[config.mk]
export PLATFORM = sky130hd
export DESIGN_NAME = fetch_unit
export DESIGN_NICKNAME = d
export VERILOG_FILES = /design/src/rtl/fetch_unit.sv
export SDC_FILE = /design/constraint.sdc
export NUM_CORES = 1
export LEC_CHECK = 0
export ABC_AREA = 1
export CAP_MARGIN = 20
export CORE_ASPECT_RATIO = 0.8
export CORE_UTILIZATION = 35
export DETAILED_ROUTE_END_ITERATION = 12
export SYNTH_ARGS = -nofsm -noshare
export SYNTH_HDL_FRONTEND = slang
export SYNTH_SLANG_ARGS = --single-unit
[constraint.sdc]
create_clock -name clk -period 5.4 [get_ports clk]
set_clock_uncertainty 0.05 [all_clocks]
set_input_delay 0.81 -clock clk [delete_from_list [all_inputs] [get_ports clk]]
set_output_delay 0.81 -clock clk [all_outputs]
set_load 0.005 [all_outputs]
[src/rtl/fetch_unit.sv]
// Instruction-fetch stage: owns the PC and the branch-offset LUT, and runs the
// start/done execution handshake and the retired-instruction counter.
module fetch_unit #(
    parameter int PW = 10,
    parameter int IW = 9,
    parameter int CW = 16
) (
    input  logic          clk,
    input  logic          reset,
    input  logic          start,
    input  logic [PW-1:0] start_addr,
    input  logic [PW-1:0] last_addr,
    input  logic          stall,
    input  logic          branch,
    input  logic [1:0]    how_high,
    input  logic          lut_we,
    input  logic [1:0]    lut_addr,
    input  logic [PW-1:0] lut_data,
    input  logic [IW-1:0] rom_data,
    output logic [PW-1:0] prog_ctr,
    output logic [IW-1:0] instr,
    output logic          running,
    output logic          done,
    output logic [CW-1:0] retired
);

    typedef enum logic [1:0] {
        S_IDLE = 2'd0,
        S_RUN  = 2'd1,
        S_DONE = 2'd2
    } state_e;

    state_e               state_q, state_d;
    logic [PW-1:0]        pc_q, pc_d;
    logic [PW-1:0]        last_q, last_d;
    logic [CW-1:0]        ret_q, ret_d;
    logic [3:0][PW-1:0]   lut_q, lut_d;

    logic                 retire;
    logic                 at_last;
    logic [PW-1:0]        pc_seq;
    logic [PW-1:0]        pc_br;
    logic [CW-1:0]        ret_inc;

    // Offsets are PW-bit two's complement, so a plain PW-bit add already
    // gives the sign-extended sum modulo 2**PW in both directions.
    assign pc_seq  = pc_q + PW'(1);
    assign pc_br   = pc_q + lut_q[how_high];
    assign ret_inc = (ret_q == '1) ? ret_q : ret_q + CW'(1);
    assign retire  = (state_q == S_RUN) && !stall;
    assign at_last = (pc_q == last_q);

    always_ff @(posedge clk) begin
        if (reset) begin
            state_q <= S_IDLE;
            pc_q    <= '0;
            last_q  <= '0;
            ret_q   <= '0;
            lut_q   <= '0;
        end else begin
            state_q <= state_d;
            pc_q    <= pc_d;
            last_q  <= last_d;
            ret_q   <= ret_d;
            lut_q   <= lut_d;
        end
    end

    always_comb begin
        state_d = state_q;
        pc_d    = pc_q;
        last_d  = last_q;
        ret_d   = ret_q;
        lut_d   = lut_q;
        unique case (state_q)
            S_IDLE, S_DONE: begin
                // LUT is only writable while no program runs; a write on the
                // start cycle lands before the first RUN cycle reads it.
                if (lut_we)
                    lut_d[lut_addr] = lut_data;
                if (start) begin
                    state_d = S_RUN;
                    pc_d    = start_addr;
                    last_d  = last_addr;
                    ret_d   = '0;
                end
            end
            S_RUN: begin
                if (retire) begin
                    ret_d = ret_inc;
                    if (branch)
                        pc_d = pc_br;
                    else if (at_last)
                        state_d = S_DONE;
                    else
                        pc_d = pc_seq;
                end
            end
            default: state_d = S_IDLE;
        endcase
    end

    assign prog_ctr = pc_q;
    assign running  = (state_q == S_RUN);
    assign done     = (state_q == S_DONE);
    assign retired  = ret_q;
    assign instr    = running ? rom_data : '0;

endmodule

==> results of run 1 <==
synthesized netlist by cell type, drive strengths merged:
cell    number
ha          10
o211a        1
nor3         4
o21a         1
nand2      107
o22ai        1
clkbuf      11
nor3b        1
o211ai       2
dfxtp       78
buf         12
o21ai       90
o221ai       1
nand4        6
inv         53
and3         1
or2          2
a21oi       48
nor2       163
o21bai       1
fa           1
a21o         1
a21boi       1
clkinv       5
xor2         4
nand3       23
nand3b       2
xnor2        3
power groups by stage:
stage	clock, uW	combinational, uW	sequential (uW)
after floorplan	0	182	642
after global placement	0	290	651
after detailed placement	0	294	651
after CTS	607	295	638
after global routing	630	336	643
final	595	296	638
cell families (layout without fill, tap and decap cells):
group                      Yosys count  in the layout  synth area share
DFF                                 78             78             0.374
and+or+nand+nor                    309            309             0.308
adders and majority gates           11             11            0.0348
buffers and inverters               81            161            0.0798
AOI/OAI and AO/OA                  147            147             0.189
xor gates and xnor gates             7              7            0.0147
worst min-delay path, delay by kind of cell, from the launching register on:
family | cells | cell delay, ns
compound gates | 1 | 0.06
buf+inv | 1 | 0.06
flops | 1 | 0.30
layer usage:
metal	vias up	routed length (um)	track usage
met3	12	674	0.0430
met2	118	5320	0.321
li1	2192	-	-
met1	1944	5990	0.286
met5	-	0	0
met4	0	168	0.0632
sequential cells by signal, summed over array words and instances (netlist names):
register and count:
retired 16, state_q 2, last_q 10, prog_ctr 10
lut_q 40
stage by stage:
step	util	worst slack, ns	std cells
3_3_place_gp	0.441	1.41	844
6_report	0.467	1.58	861
4_1_cts	0.466	1.62	860
3_5_place_dp	0.441	1.28	844
2_1_floorplan	-	2.58	633
5_1_grt	0.467	1.23	861
cell type report:
cell class	count	area, um2	share of cell area
Inverter	58	218	0.0403
Timing Repair Buffer	87	866	0.160
Tap cell	148	185	0.0343
Clock inverter	7	66.3	0.0123
Clock buffer	9	225	0.0417
Multi-Input combinational cell	474	2280	0.422
Sequential cell	78	1560	0.289
path summary, 6_finish.rpt:
kind          startpoint     endpoint  slack [ns]  depth (start not counted)
min reg2reg    lut_q[19]    lut_q[19]        0.41                          2
max          how_high[0]  prog_ctr[8]        1.58                         15
max reg2reg     lut_q[4]  prog_ctr[9]        3.12                         14
min            lut_q[19]    lut_q[19]        0.41                          2
==> flow_results.xml, run 1 <==
<?xml version="1.0" encoding="UTF-8"?>
<metrics>
  <group name="timing">
    <metric name="unrepaired_setup_endpoints_after_global_routing" unit="">no</metric>
    <metric name="period_needed" unit="ns">3.82</metric>
    <metric name="max_slew.worst_pin.slew" unit="ns">0.886</metric>
    <metric name="setup-violations-final" unit="">0</metric>
    <metric name="final.period_utilization" unit="">0.707</metric>
    <metric name="maximum_clock_frequency" unit="MHz">262</metric>
    <metric name="tightest_slew_margin_relative_to_the_limit" unit="">0.409</metric>
    <metric name="hold_ws" unit="ns">0.409</metric>
    <metric name="tns" unit="ns">0</metric>
    <metric name="finalMaxSlewViolations" unit="">0</metric>
    <metric name="final_hold_viol_count" unit="">0</metric>
  </group>
  <group name="drt">
    <metric name="routed_length_per_instance" unit="um">14.1</metric>
    <metric name="detail_route.iter0.violations" unit="">303</metric>
    <metric name="drt_wirelength" unit="mm">12.2</metric>
    <metric name="route.antenna.remaining_nets" unit="">0</metric>
    <metric name="via_count" unit="">4266</metric>
    <metric name="viasPerCell" unit="">4.95</metric>
    <metric name="drc" unit="">0</metric>
    <metric name="drt_first_pass_iters" unit="">5</metric>
  </group>
  <group name="cts">
    <metric name="clock_tree.buffer_depth" unit="">2</metric>
    <metric name="post-cts-setup-buffers" unit="">0</metric>
    <metric name="total_clock_sinks" unit="">78</metric>
    <metric name="post_cts_sizing" unit="">0</metric>
    <metric name="clock_latency" unit="ns">0.35</metric>
    <metric name="cts.reportedPaths.clkPinSlew" unit="ns">0.07</metric>
    <metric name="h-tree-depth" unit="">3</metric>
    <metric name="cts_made_buffers" unit="">9</metric>
    <metric name="postCtsHoldBufs" unit="">0</metric>
    <metric name="cts_root_buffer_type" unit="">clkbuf_16</metric>
    <metric name="tritoncts_clock_tree" unit="">yes</metric>
  </group>
  <group name="synthesis">
    <metric name="synthTopCellsByArea" unit="">dfxtp_1, nor2_1, o21ai_0</metric>
    <metric name="synthCells" unit="">633</metric>
    <metric name="synthDistinctLibCells" unit="">41</metric>
    <metric name="synth_seq_area_share" unit="">0.374</metric>
    <metric name="ys.warnings.count" unit="">0</metric>
    <metric name="post_synth_instance_area" unit="mm2">0.00417</metric>
    <metric name="postSynthNetCount" unit="">693</metric>
    <metric name="synthesis.area_per_instance" unit="um2">6.59</metric>
    <metric name="synth_largest_area_cell" unit="">dfxtp_1</metric>
    <metric name="synth_seq_cells" unit="">78</metric>
    <metric name="synth_top_area_share" unit="">0.374</metric>
  </group>
  <group name="die">
    <metric name="num_rows" unit="">35</metric>
    <metric name="initial_utilization" unit="">0.361</metric>
    <metric name="num_io_pins" unit="">86</metric>
    <metric name="fp.dieW" unit="um">124</metric>
    <metric name="floorplan.die.height" unit="um">99.6</metric>
    <metric name="floorplan.core_area" unit="mm2">0.0116</metric>
    <metric name="fp.dieArea" unit="mm2">0.0124</metric>
  </group>
  <group name="pwr">
    <metric name="design_power_total" unit="uW">1530</metric>
    <metric name="peakVddDrop" unit="uV">154</metric>
    <metric name="net-switching-power" unit="uW">471</metric>
    <metric name="power_frac_clock" unit="">0.389</metric>
    <metric name="internal_power" unit="uW">1060</metric>
    <metric name="pwr-share-comb" unit="">0.194</metric>
    <metric name="pwr_density" unit="mW/mm2">283</metric>
    <metric name="relative_contribution_of_sequential_cells_to_total_power" unit="">0.417</metric>
    <metric name="switching_share" unit="">0.308</metric>
    <metric name="static-leakage-power" unit="uW">0.00225</metric>
  </group>
  <group name="global_routing">
    <metric name="grt_pass1_vias" unit="">4008</metric>
    <metric name="grt_start_max_net_pins" unit="">32</metric>
    <metric name="globalRoute.totalOverflow" unit="">0</metric>
    <metric name="grt.total_usage" unit="">0.207</metric>
    <metric name="grt_pass1_wl" unit="mm">19.7</metric>
    <metric name="antenna_found_initial" unit="">0</metric>
  </group>
  <group name="placement">
    <metric name="dpl.hpwl" unit="mm">9.01</metric>
    <metric name="placement.io_buffers" unit="">85</metric>
    <metric name="postPlaceCellArea" unit="mm2">0.00510</metric>
    <metric name="globalplace.congestion" unit="">0.937</metric>
  </group>
  <group name="cells_and_area">
    <metric name="design.final.nets" unit="">768</metric>
    <metric name="most-common-layout-cells" unit="">nor2_1, nand2_1, o21ai_0, clkdlybuf4s50_1, dfxtp_1</metric>
    <metric name="post_route_cell_area" unit="mm2">0.00540</metric>
    <metric name="drive_gt1_frac" unit="">0.0547</metric>
    <metric name="layout_commonest_cell" unit="">nor2_1</metric>
    <metric name="antenna_cells_inserted" unit="">0</metric>
    <metric name="fill_cells" unit="">1200</metric>
    <metric name="layout_area_growth_over_synthesis" unit="%">29.4</metric>
  </group>
  <group name="flow_run">
    <metric name="max_cap_viol_count" unit="">0</metric>
  </group>
  <group name="worst_setup_path">
    <metric name="critPathCaptureType" unit="">flop</metric>
    <metric name="critical_path.slowest_cell" unit="">clkdlybuf4s50_1</metric>
    <metric name="crit_arrival" unit="ns">4.04</metric>
    <metric name="worstPathMaxFanout" unit="">23</metric>
    <metric name="critical_path.cell_chain" unit="">clkdlybuf4s50_1, inv_1, o21ai_0, o221ai_1, ha_1, fa_1, nand3_1, nand2_1, nand4_1, nand2_1, nand2_1, nand3_1, nand2_1, nand2_1, a21oi_2</metric>
    <metric name="timing.critical_path.required" unit="ns">5.62</metric>
    <metric name="worstSetupPathType" unit="">input pin to flop</metric>
    <metric name="crit_buf_inv" unit="">2</metric>
    <metric name="timing.critical_path.from_type" unit="">input pin</metric>
    <metric name="timing.critical_path.mode_cell" unit="">nand2_1</metric>
    <metric name="critical_path.max_stage_delay" unit="ns">0.97</metric>
    <metric name="path_delay_family" unit="">buffers and inverters</metric>
  </group>
  <group name="min_path">
    <metric name="min_path_type" unit="">flop to flop</metric>
  </group>
  <group name="status">
    <metric name="run_status" unit="">completed</metric>
  </group>
</metrics>
Note: power is estimated with default switching activity, not from simulation.
==> inputs of run 2 (changes only) <==
==> constraint.sdc (replaced) <==
create_clock -name clk -period 3.95 [get_ports clk]
set_clock_uncertainty 0.05 [all_clocks]
set_input_delay 0.5925 -clock clk [delete_from_list [all_inputs] [get_ports clk]]
set_output_delay 0.5925 -clock clk [all_outputs]
set_load 0.005 [all_outputs]
==> flow_results.xml, run 2 (synthesis results as in run 1) <==
<?xml version="1.0" encoding="UTF-8"?>
<metrics>
  <group name="status">
    <metric name="run_status" unit="">completed</metric>
  </group>
  <group name="cells_and_area">
    <metric name="post_route_cell_area" unit="mm2">0.00542</metric>
    <metric name="layout_commonest_cell" unit="">nor2_1</metric>
    <metric name="most-common-layout-cells" unit="">nor2_1, nand2_1, o21ai_0, clkdlybuf4s50_1, dfxtp_1</metric>
    <metric name="antenna_cells_inserted" unit="">0</metric>
    <metric name="layout_area_growth_over_synthesis" unit="%">30.0</metric>
    <metric name="drive_gt1_frac" unit="">0.0545</metric>
    <metric name="design.final.nets" unit="">770</metric>
    <metric name="largest_register" unit="">lut_q</metric>
    <metric name="largest_register_ffs" unit="">40</metric>
  </group>
  <group name="pwr">
    <metric name="relative_contribution_of_sequential_cells_to_total_power" unit="">0.411</metric>
    <metric name="net-switching-power" unit="uW">609</metric>
    <metric name="static-leakage-power" unit="uW">0.00227</metric>
    <metric name="design_power_total" unit="uW">2130</metric>
    <metric name="switching_share" unit="">0.286</metric>
    <metric name="pwr-share-comb" unit="">0.190</metric>
    <metric name="pwr_density" unit="mW/mm2">393</metric>
    <metric name="power_frac_clock" unit="">0.399</metric>
    <metric name="peakVddDrop" unit="uV">224</metric>
    <metric name="internal_power" unit="uW">1520</metric>
  </group>
  <group name="cts">
    <metric name="post_cts_sizing" unit="">0</metric>
    <metric name="cts_root_buffer_type" unit="">clkbuf_16</metric>
    <metric name="total_clock_sinks" unit="">78</metric>
    <metric name="h-tree-depth" unit="">3</metric>
    <metric name="clock_latency" unit="ns">0.34</metric>
    <metric name="clock_tree.buffer_depth" unit="">2</metric>
    <metric name="cts.reportedPaths.clkPinSlew" unit="ns">0.06</metric>
    <metric name="cts_made_buffers" unit="">9</metric>
    <metric name="postCtsHoldBufs" unit="">0</metric>
    <metric name="post-cts-setup-buffers" unit="">0</metric>
    <metric name="tritoncts_clock_tree" unit="">yes</metric>
  </group>
  <group name="worst_setup_path">
    <metric name="timing.critical_path.required" unit="ns">4.17</metric>
    <metric name="path_delay_family" unit="">compound AO/OA/AOI/OAI gates</metric>
    <metric name="ff2ff_setup_slack" unit="ns">1.69</metric>
    <metric name="crit_buf_inv" unit="">2</metric>
    <metric name="critPathCaptureType" unit="">flop</metric>
    <metric name="worstPathMaxFanout" unit="">18</metric>
    <metric name="critical_path.slowest_cell" unit="">fa_1</metric>
    <metric name="critPathLaunch" unit="">how_high[0]</metric>
    <metric name="timing.critical_path.mode_cell" unit="">nand2_1</metric>
    <metric name="crit_arrival" unit="ns">3.21</metric>
    <metric name="critical_path.max_stage_delay" unit="ns">0.49</metric>
    <metric name="critical_path.cell_chain" unit="">clkdlybuf4s50_1, inv_1, o21ai_0, a21oi_1, fa_1, nand3_1, nand2_1, nand4_1, nand2_1, nand2_1, nand3_1, nand2_1, nand2_1, a21oi_2</metric>
    <metric name="worstSetupPathType" unit="">input pin to flop</metric>
    <metric name="r2r-start" unit="">lut_q[0]</metric>
    <metric name="timing.critical_path.from_type" unit="">input pin</metric>
  </group>
  <group name="die">
    <metric name="fp.dieArea" unit="mm2">0.0124</metric>
    <metric name="num_rows" unit="">35</metric>
    <metric name="num_io_pins" unit="">86</metric>
    <metric name="floorplan.die.height" unit="um">99.6</metric>
    <metric name="fp.dieW" unit="um">124</metric>
    <metric name="initial_utilization" unit="">0.361</metric>
    <metric name="floorplan.core_area" unit="mm2">0.0116</metric>
  </group>
  <group name="global_routing">
    <metric name="grt_pass1_wl" unit="mm">19.8</metric>
    <metric name="grt.total_usage" unit="">0.209</metric>
    <metric name="grt_start_max_net_pins" unit="">45</metric>
    <metric name="globalRoute.totalOverflow" unit="">0</metric>
    <metric name="antenna_found_initial" unit="">0</metric>
    <metric name="grt_pass1_vias" unit="">3958</metric>
  </group>
  <group name="drt">
    <metric name="route.antenna.remaining_nets" unit="">0</metric>
    <metric name="drt_wirelength" unit="mm">12.3</metric>
    <metric name="highest-signal-layer" unit="">met4</metric>
    <metric name="met2WireLength" unit="mm">5.37</metric>
    <metric name="detail_route.iter0.violations" unit="">280</metric>
    <metric name="drc" unit="">0</metric>
    <metric name="drt_first_pass_iters" unit="">5</metric>
    <metric name="viasPerCell" unit="">5.00</metric>
    <metric name="via_count" unit="">4315</metric>
    <metric name="routedLengthMet1" unit="mm">6.02</metric>
    <metric name="met3_length" unit="um">766</metric>
    <metric name="routed_length_per_instance" unit="um">14.3</metric>
  </group>
  <group name="timing">
    <metric name="tns" unit="ns">0</metric>
    <metric name="unrepaired_setup_endpoints_after_global_routing" unit="">no</metric>
    <metric name="hold_ws" unit="ns">0.402</metric>
    <metric name="max_slew.worst_pin.slew" unit="ns">0.770</metric>
    <metric name="final_hold_viol_count" unit="">0</metric>
    <metric name="tightest_slew_margin_relative_to_the_limit" unit="">0.484</metric>
    <metric name="maximum_clock_frequency" unit="MHz">334</metric>
    <metric name="final.period_utilization" unit="">0.759</metric>
    <metric name="setup-violations-final" unit="">0</metric>
    <metric name="finalMaxSlewViolations" unit="">0</metric>
    <metric name="period_needed" unit="ns">3.00</metric>
  </group>
  <group name="placement">
    <metric name="globalplace.congestion" unit="">0.866</metric>
    <metric name="postPlaceCellArea" unit="mm2">0.00512</metric>
    <metric name="placement.io_buffers" unit="">85</metric>
    <metric name="dpl.hpwl" unit="mm">9.05</metric>
  </group>
  <group name="min_path">
    <metric name="min_path_type" unit="">flop to flop</metric>
    <metric name="hold_path.startpoint" unit="">lut_q[39]</metric>
  </group>
  <group name="flow_run">
    <metric name="max_cap_viol_count" unit="">0</metric>
  </group>
</metrics>
## run 2: changes by cell type in the layout (fill, tap and decap cells not counted)
cell	before	now
clkbuf_8	0	1
bufinv_16	0	1
clkinvlp_4	2	1
clkbuf_4	1	0
inv_6	3	1
clkinv_8	1	0
clkbuf_1	0	2
buf_4	1	4
## run 2: worst register-to-register path: stages, from the launching register on
cell and delay (ns):
dfxtp_1 0.30, o21ai_0 0.24, o221ai_1 0.18, ha_1 0.27
fa_1 0.43, nand3_1 0.11, nand2_1 0.08, nand4_1 0.11
nand2_1 0.06, nand2_1 0.05, nand3_1 0.06, nand2_1 0.07
nand2_1 0.06, a21oi_2 0.11
## run 2: power by group through the flow
stage               logic [uW]  clock network, uW  registers (uW)
floorplan                  249                  0             877
global placement           401                  0             892
detailed placement         403                  0             893
CTS                        405                869             875
global route               459                908             881
finish                     405                849             875
## run 2: cell type report
type / count / area [um2]
Sequential cell: 78 / 1560
Clock inverter: 4 / 55.1
Clock buffer: 12 / 246
Fill cell: 1182 / 6140
Timing Repair Buffer: 89 / 881
Tap cell: 148 / 185
Multi-Input combinational cell: 474 / 2280
Inverter: 58 / 218
## run 2: worst paths after layout
| kind | to | cells past startpoint |
|---|---|---|
| max | prog_ctr[8] | 14 |
| min | lut_q[39] | 2 |
| max reg2reg | prog_ctr[8] | 13 |
| min reg2reg | lut_q[39] | 2 |
## run 2: metal layers
metal,vias to the layer above,track usage
met5,-,0
li1,2200,-
met2,139,0.323
met3,13,0.0464
met4,0,0.0595
met1,1963,0.289
## run 2: stage by stage
step | instances | util | worst slack, ns
6_report | 863 | 0.469 | 0.953
5_1_grt | 863 | 0.469 | 0.811
4_1_cts | 863 | 0.469 | 0.985
3_5_place_dp | 847 | 0.443 | 0.647
3_3_place_gp | 847 | 0.443 | 0.688
2_1_floorplan | 633 | - | 1.35
